$ cat config.mk
export PLATFORM = sky130hd
export DESIGN_NAME = dtree_control_mc
export DESIGN_NICKNAME = d
export VERILOG_FILES = /design/src/rtl/dtree_control_mc.sv
export SDC_FILE = /design/constraint.sdc
export NUM_CORES = 1
export LEC_CHECK = 0
export ABC_AREA = 0
export BUFFER_PORTS_ARGS = -buffer_cell sky130_fd_sc_hd__buf_2
export CORE_MARGIN = 5
export CORE_UTILIZATION = 40
export DETAILED_ROUTE_END_ITERATION = 10
export GPL_TIMING_DRIVEN = 0
export PLACE_DENSITY = 0.83
export SKIP_LAST_GASP = 1
export SLEW_MARGIN = 25
export SYNTH_ARGS = -nofsm -noshare
export SYNTH_HDL_FRONTEND = slang
export SYNTH_SLANG_ARGS = --single-unit
$ cat constraint.sdc
create_clock -name clk -period 1.4 [get_ports clk]
set_input_delay 0 -clock clk [delete_from_list [all_inputs] [get_ports clk]]
set_output_delay 0 -clock clk [all_outputs]
set_load 0.02 [all_outputs]
$ cat src/rtl/dtree_control_mc.sv
// dtree_control_mc: multi-channel decision-tree walk sequencer feeding the MAC datapath strobes.
// Optional run-time node writes with DTREE_CFG_WRITE_EN; otherwise nodes come from the NODE_INIT image.
//
// state   | meaning
// S_IDLE  | ready for a spike or a node write
// S_FETCH | synchronous node-memory read
// S_EVAL  | FEATURES strobe cycles for the current node
// S_WAIT  | waiting for the datapath sign decision
// S_DONE  | result held on out_* until out_ready
module dtree_control_mc #(
  parameter int FEATURES        = 3,
  parameter int COEFF_BIT_DEPTH = 4,
  parameter int BIAS_BIT_DEPTH  = 10,
  parameter int MAX_DEPTH       = 3,
  parameter int CHANNEL_COUNT   = 16,
  parameter logic [CHANNEL_COUNT*((1 << MAX_DEPTH) - 1)*
                   (2 + FEATURES + (FEATURES - 1)*COEFF_BIT_DEPTH + BIAS_BIT_DEPTH)-1:0]
                  NODE_INIT     = '0,
  localparam int NPC    = (1 << MAX_DEPTH) - 1,
  localparam int CH_W   = (CHANNEL_COUNT > 1) ? $clog2(CHANNEL_COUNT) : 1,
  localparam int NODE_W = 2 + FEATURES + (FEATURES - 1)*COEFF_BIT_DEPTH + BIAS_BIT_DEPTH,
  localparam int A_W    = $clog2(CHANNEL_COUNT*NPC),
  localparam int L_W    = $clog2(MAX_DEPTH + 1)
) (
  input  logic                       clk,
  input  logic                       reset,
  input  logic                       in_valid,
  output logic                       in_ready,
  input  logic [CH_W-1:0]            in_channel,
  input  logic                       dir_valid,
  input  logic                       child_direction,
  output logic                       node_valid,
  output logic                       load_bias,
  output logic                       add,
  output logic                       mult,
  output logic                       is_one,
  output logic                       is_zero,
  output logic [COEFF_BIT_DEPTH-1:0] coeff,
  output logic [BIAS_BIT_DEPTH-1:0]  bias,
  output logic                       out_valid,
  input  logic                       out_ready,
  output logic [CH_W-1:0]            out_channel,
  output logic [L_W-1:0]             out_level,
  output logic [MAX_DEPTH-1:0]       out_path
`ifdef DTREE_CFG_WRITE_EN
  ,
  input  logic                       cfg_we,
  input  logic [A_W-1:0]             cfg_addr,
  input  logic [NODE_W-1:0]          cfg_data
`endif
);

  localparam int DEPTH    = CHANNEL_COUNT*NPC;
  localparam int NI_W     = (NPC > 1) ? $clog2(NPC) : 1;
  localparam int K_W      = (FEATURES > 1) ? $clog2(FEATURES) : 1;
  localparam int NC       = FEATURES - 1;
  localparam int COEF_LSB = BIAS_BIT_DEPTH;
  localparam int ONE_LSB  = COEF_LSB + NC*COEFF_BIT_DEPTH;
  localparam int FLAG_LSB = ONE_LSB + FEATURES;

  typedef enum logic [2:0] {S_IDLE, S_FETCH, S_EVAL, S_WAIT, S_DONE} state_t;

  state_t               state_q, state_d;
  logic [CH_W-1:0]      ch_q, ch_d;
  logic [NI_W-1:0]      node_q, node_d;
  logic [L_W-1:0]       level_q, level_d;
  logic [MAX_DEPTH-1:0] path_q, path_d;
  logic [K_W-1:0]       cnt_q, cnt_d;
  logic [K_W-1:0]       j_q, j_d;
  logic [NODE_W-1:0]    word_q, word_d;

  logic [NODE_W-1:0]          rd_word;
  logic [A_W-1:0]             rd_addr;
  logic                       cfg_we_eff;
  logic [1:0]                 flags;
  logic [FEATURES-1:0]        one_pos;
  logic [BIAS_BIT_DEPTH-1:0]  bias_f;
  logic [COEFF_BIT_DEPTH-1:0] coeff_sel;
  logic                       one_bit;
  logic                       coeff_nz;
  logic                       child_ok;

  assign rd_addr = A_W'(int'(ch_q)*NPC + int'(node_q));

`ifdef DTREE_CFG_WRITE_EN
  logic [NODE_W-1:0] mem [DEPTH];

  assign cfg_we_eff = cfg_we;
  assign rd_word    = mem[rd_addr];

  // Writes land only in an idle, out-of-reset cycle; memory is never cleared by reset.
  always_ff @(posedge clk) begin
    if (reset && state_q == S_IDLE && cfg_we && int'(cfg_addr) < DEPTH)
      mem[cfg_addr] <= cfg_data;
  end
`else
  assign cfg_we_eff = 1'b0;
  assign rd_word    = NODE_INIT[int'(rd_addr)*NODE_W +: NODE_W];
`endif

  assign flags   = word_q[FLAG_LSB +: 2];
  assign one_pos = word_q[ONE_LSB +: FEATURES];
  assign bias_f  = word_q[0 +: BIAS_BIT_DEPTH];

  // c0 sits in the most significant coefficient slot; cnt_q counts down so it indexes one_pos directly.
  always_comb begin
    coeff_sel = '0;
    for (int i = 0; i < NC; i++) begin
      if (j_q == K_W'(i))
        coeff_sel = word_q[COEF_LSB + (NC - 1 - i)*COEFF_BIT_DEPTH +: COEFF_BIT_DEPTH];
    end
    one_bit = 1'b0;
    for (int i = 0; i < FEATURES; i++) begin
      if (cnt_q == K_W'(i))
        one_bit = one_pos[i];
    end
  end

  assign coeff_nz = (coeff_sel != '0);
  assign child_ok = child_direction ? flags[0] : flags[1];

  always_comb begin
    state_d    = state_q;
    ch_d       = ch_q;
    node_d     = node_q;
    level_d    = level_q;
    path_d     = path_q;
    cnt_d      = cnt_q;
    j_d        = j_q;
    word_d     = word_q;
    in_ready   = 1'b0;
    node_valid = 1'b0;
    load_bias  = 1'b0;
    add        = 1'b0;
    mult       = 1'b0;
    is_one     = 1'b0;
    is_zero    = 1'b0;
    coeff      = '0;
    bias       = '0;
    out_valid  = 1'b0;

    case (state_q)
      S_IDLE: begin
        in_ready = reset & ~cfg_we_eff;
        if (in_valid && !cfg_we_eff) begin
          ch_d    = in_channel;
          node_d  = '0;
          level_d = '0;
          path_d  = '0;
          state_d = S_FETCH;
        end
      end
      S_FETCH: begin
        word_d  = rd_word;
        cnt_d   = K_W'(FEATURES - 1);
        j_d     = '0;
        state_d = S_EVAL;
      end
      S_EVAL: begin
        node_valid = 1'b1;
        load_bias  = (cnt_q == K_W'(FEATURES - 1));
        is_one     = one_bit;
        coeff      = one_bit ? '0 : coeff_sel;
        is_zero    = ~one_bit & ~coeff_nz;
        mult       = ~one_bit & coeff_nz;
        add        = one_bit | coeff_nz;
        bias       = bias_f;
        if (cnt_q == '0) begin
          state_d = S_WAIT;
        end else begin
          cnt_d = cnt_q - K_W'(1);
          if (!one_bit)
            j_d = j_q + K_W'(1);
        end
      end
      S_WAIT: begin
        bias = bias_f;
        if (dir_valid) begin
          for (int i = 0; i < MAX_DEPTH; i++) begin
            if (level_q == L_W'(i))
              path_d[i] = child_direction;
          end
          level_d = level_q + L_W'(1);
          // The depth limit uses the pre-increment level, so a full walk records MAX_DEPTH decisions.
          if (child_ok && (int'(level_q) + 1 < MAX_DEPTH)) begin
            node_d  = NI_W'(2*int'(node_q) + 1 + int'(child_direction));
            state_d = S_FETCH;
          end else begin
            state_d = S_DONE;
          end
        end
      end
      S_DONE: begin
        out_valid = 1'b1;
        if (out_ready)
          state_d = S_IDLE;
      end
      default: state_d = S_IDLE;
    endcase
  end

  always_ff @(posedge clk) begin
    if (!reset) begin
      state_q <= S_IDLE;
      ch_q    <= '0;
      node_q  <= '0;
      level_q <= '0;
      path_q  <= '0;
      cnt_q   <= '0;
      j_q     <= '0;
      word_q  <= '0;
    end else begin
      state_q <= state_d;
      ch_q    <= ch_d;
      node_q  <= node_d;
      level_q <= level_d;
      path_q  <= path_d;
      cnt_q   <= cnt_d;
      j_q     <= j_d;
      word_q  <= word_d;
    end
  end

  assign out_channel = ch_q;
  assign out_level   = level_q;
  assign out_path    = path_q;

endmodule
# Word level (Yosys, flattened, before mapping)

Index checks and enable logic that the tools add are counted.
Widths: inputs -> output; s select.

Add/subtract/negate cells: 7
Reduce and logical (&&, ||, !) cells: 18
Shifts and indexed selects: 1
$mul: 2
Multiplexer cells: 40
Equal/unequal tests: 19
Bitwise logic cells: 5
Magnitude comparators: 1

Operators with widths:

| kind                        | count |
|---|---|
| $shiftx 2576x13->23 const A | 1 |
| $mux 3                      | 9 |
| $ne 2x2->1 const B          | 10 |
| $reduce_and 4->1            | 5 |
| $mux 4                      | 4 |
| $mux 1                      | 15 |
| $pmux 3 s5                  | 1 |
| $mul 7x5->12 const B        | 1 |
| $pmux 2 s2                  | 3 |
| $pmux 3 s2                  | 2 |
| $mux 10                     | 1 |
| $mux 2                      | 5 |
| $add 7x3->7                 | 1 |
| $mul 4x3->7 const B         | 1 |
| $eq 2x1->1 const B          | 3 |
| $eq 3x2->1 const B          | 2 |
| $logic_not 2->1             | 3 |
| $reduce_and 3->1            | 2 |
| $add 2x1->2 const B         | 2 |
| $eq 2x2->1 const B          | 2 |
| $reduce_and 2->1            | 2 |
| $reduce_bool 2->1           | 2 |
| $reduce_bool 4->1           | 1 |
| $add 2x1->3 const B         | 1 |
| other kinds (12)            | 14 |

Bits of input ports: 10
Flip-flop bits (word level): 42
Output and inout port bits: 31

# Logic depth before layout (Yosys ltp)

Word-level depth: 7
Gate-level depth with buffers: 5

# Worst setup path after synthesis

Ideal clock, no wire load.

Path kind: register to register
Start: register state_q[2]
End: register state_q[2]
Stages on the path, launching flop included: 5
Data arrival time: 1,340 ps
Period minus slack after synthesis: 1,398 ps
Data required time: 1,342 ps
Path slack: 2 ps
Setup time: 58 ps
Path through: dfxtp_1 buf_2 nor3b_1 nor2b_1 o21a_1

Longest elaborated chain between the ends: 3
Elaborated cells on any way between the ends: 11
Those cells by class: eq/ne: 8; mux: 1; reduce/logical: 2

Ends and longest elaborated chain:

| element                            | line | source |
|---|---|---|
| start, declared                    | 63   | `state_t state_q, state_d;` |
| start signal, assigned             | 213  | `state_q <= state_d;` |
| $eq 3x2->1 (tied with other cells) | 142  | `case (state_q)` |
| $ne 2x2->1 (no source line)        | --   |  |
| $reduce_and 4->1 (no source line)  | --   |  |

Parallel ways exist; a longest one is shown, timed or not.
A chain may end at the register's enable or synchronous reset.

# Worst setup path after layout

Start: register state_q[2]
End: register path_q[0], in the netlist out_path[0]

Longest elaborated chain between the ends: 3
Elaborated cells on any way between the ends: 8
Those cells by class: eq/ne: 4; mux: 1; reduce/logical: 3

Ends and longest elaborated chain:

| element                                                                 | line | source |
|---|---|---|
| $eq 3x2->1 / $logic_not 3->1 (equally long branches)                    | 142  |  |
| $ne 2x2->1 (no source line) / $reduce_bool 2->1 (equally long branches) | --   |  |
| $reduce_and 4->1 (no source line)                                       | --   |  |
| end signal, assigned                                                    | 217  | `path_q <= path_d;` |
| end, declared                                                           | 67   | `logic [MAX_DEPTH-1:0] path_q, path_d;` |

Parallel ways exist; a longest one is shown, timed or not.

==> results.cfg <==
[run_status]
status = finished, final reports clean

[global_routing]
grt_pass1_wl_mm = 3.063
groute.usage.overall_pct = 11.81
grt_max_degree = 11
antenna_found_initial = 0
overflow = 0
grt_pass1_vias = 716

[routing]
drtIter0Drc = 14
dr.pass1.iters = 4
wl_per_cell_um = 11.21
ant_nets = 0
num_vias = 761
via_per_inst = 4.503
drc_errors = 0
drt_wl_total_mm = 1.895

[place]
placed_area_mm2 = 0.001061
hpwl_mm = 1.420
numPortBuffers = 22
globalplace.congestion = 0.7014
pre_cts_ws_ns = -0.1411

[floorplan]
io_pins = 41
die_w_um = 56.29
fp-row-count = 16
core_area_mm2 = 0.002002
die_area_mm2 = 0.003169
initial_core_util_pct = 42.81
die_h_um = 56.29

[timing]
hold_viol = 0
finalCriticalPeriod_ns = 1.346
finalSetupViolCount = 0
finalWorstSetupSlack_ns = 0.05442
fmax_mhz = 743.2
timing.final.crit_share_pct = 96.11
finClkSkew_ns = 0.004329
slew_viol_final = 0
setup_tns_ns = 0

[final_layout]
seq_area_um2 = 282.8
nets = 158
nFillCells = 194
multi_input_area_um2 = 462.9
postLayoutCellArea_mm2 = 0.001155
syn2layout_area_growth_pct = 34.74
drive_above_1_share_pct = 38.03
antenna_cells = 0

[synth]
ys_seq_elements = 14
syn_inst = 95
ys_warn_count = 0
synth_area_um2 = 857.1
synth_area_per_cell_um2 = 9.022
synth.distinct_cells = 31
ys_seq_area_share_pct = 32.70

[clocking]
clk_pin_slew_worst_paths_ns = 0.09
cts_buffers = 3
cts_buffer_depth = 2
clkSinkCount = 14
tritoncts = yes
clk_latency_ns = 0.28
htreeDepth = 1
cts-root-buf = clkbuf_4

[critical_path]
path_buf_inv = 1
critPathKind = reg2reg
start_kind = register
cpPeakStageDelay_ns = 0.40
worst_setup_path_end_kind = register
crit_path_start = state_q[2]
critical_path.cell_chain = buf_2, and4b_2, o22ai_1, a32o_1
crit_path_top_delay_cell = and4b_2
critPathMaxFanout = 9
critPathRequiredTime_ns = 1.58
crit_family = simple AND/OR/NAND/NOR gates
arrival_ns = 1.53
reg2reg_from = state_q[2]

[hold_path]
hold_path_class = in2reg
hold_path_startpoint = out_ready

[flow_run]
cap_violations = 0

[pwr]
leakage_uw = 0.0006094
power.density_mw_per_mm2 = 897.6
irDropWorstVdd_mv = 0.8606
-- what timing repair did --
action,4_1_cts,5_1_grt
buffers inserted,2,0
hold endpoints to repair,4,0
setup endpoints to repair,8,7
pin swaps,1,1
resized for setup,1,3
hold buffers,4,0
-- sequential cells by signal, indices dropped and copies added (netlist names) --
| signal | flops |
|---|---|
| out_channel | 4 |
| out_path | 3 |
| state_q | 3 |
| cnt_q | 2 |
| out_level | 2 |
-- report_power, final --
part | switching, uW | internal (uW) | total (uW)
Combinational | 166 | 133 | 300
Sequential | 23.8 | 421 | 445
Clock | 133 | 158 | 292
Total | 323 | 713 | 1040
-- per-layer routing --
layer	GRT usage, %	share of wire (%)	vias up	wire (um)
li1	-	-	393	-
met1	12.60	39	333	741
met2	22.20	51	30	969
met3	2.294	7.8	5	147
met4	5.085	1.9	0	36
met5	0	0	-	0
-- worst paths after layout --
kind / cells past startpoint / to / slack (ns)
max reg2reg: 4 / out_path[0] / 0.05
min: 3 / state_q[2] / 0.02
min reg2reg: 2 / out_channel[2] / 0.51
max: 4 / out_path[0] / 0.05
-- cell families after synthesis --
| kind of cell | count (synthesis) | synth area share [%] |
|---|---|---|
| flops | 14 | 32.70 |
| other cells | 1 | 0.4375 |
| buf+inv | 29 | 20.73 |
| mux | 5 | 5.840 |
| fa+ha+maj | 5 | 7.299 |
| compound gates | 16 | 14.60 |
| simple gates | 25 | 18.39 |
-- per-stage QoR --
step	total power, uW	utilization (%)	hold WS [ns]	std cells
3_5_place_dp	727.1	53.00	0.2462	160
4_1_cts	1033	57.44	0.01225	169
5_1_grt	1093	57.69	0.01132	169
2_1_floorplan	669.4	-	0.1472	111
6_report	1037	57.69	0.01505	169
3_3_place_gp	719.1	53.00	0.2370	160
-- cell usage after synthesis, drive strengths merged --
cell type	number	area (um2)
and4b	2	20.02
nor3	2	10.01
a311oi	2	17.52
o41ai	1	8.760
mux2i	5	50.05
a21oi	2	10.01
o21a	1	7.510
a32o	3	30.03
buf	21	147.6
o21ai	1	5.000
dfxtp	14	280.3
nand2b	2	12.51
o32ai	1	8.760
and2	2	12.51
nand2	2	7.510
and3	2	12.51
o211a	1	10.01
nor2b	1	6.260
conb	1	3.750
nand3	1	5.000
ha	5	62.56
clkbuf	1	3.750
nor3b	2	15.01
o22a	1	8.760
nor4	1	6.260
inv	6	22.52
o22ai	3	18.77
nor2	7	26.28
clkinv	1	3.750
nor4b	1	23.77
-- worst register-to-register path: stages (launching register included) --
cell	delay, ns
dfxtp_1	0.30
buf_2	0.17
and4b_2	0.40
o22ai_1	0.11
a32o_1	0.27
-- layout make-up --
| type | instances | area share (%) |
|---|---|---|
| multi-input cells | 68 | 40.09 |
| flip-flops and latches | 14 | 24.49 |
| repair buffers | 28 | 14.30 |
| plain buffers | 21 | 12.78 |
| clock buffers | 4 | 3.142 |
| well taps | 27 | 2.925 |
| inverters | 7 | 2.275 |
-- layout by cell type, fill, tap and decap left out, drive strengths merged, types with 3 or more instances in the layout --
cell         Yosys  final
ha               5      5
dlygate4sd3      0      4
dfxtp           14     14
mux2i            5      5
conb             1     17
inv              6      6
a32o             3      3
buf             21     45
o22ai            3      3
clkbuf           1      4
nor2             7      7
Power figures use the tool's default switching activity.
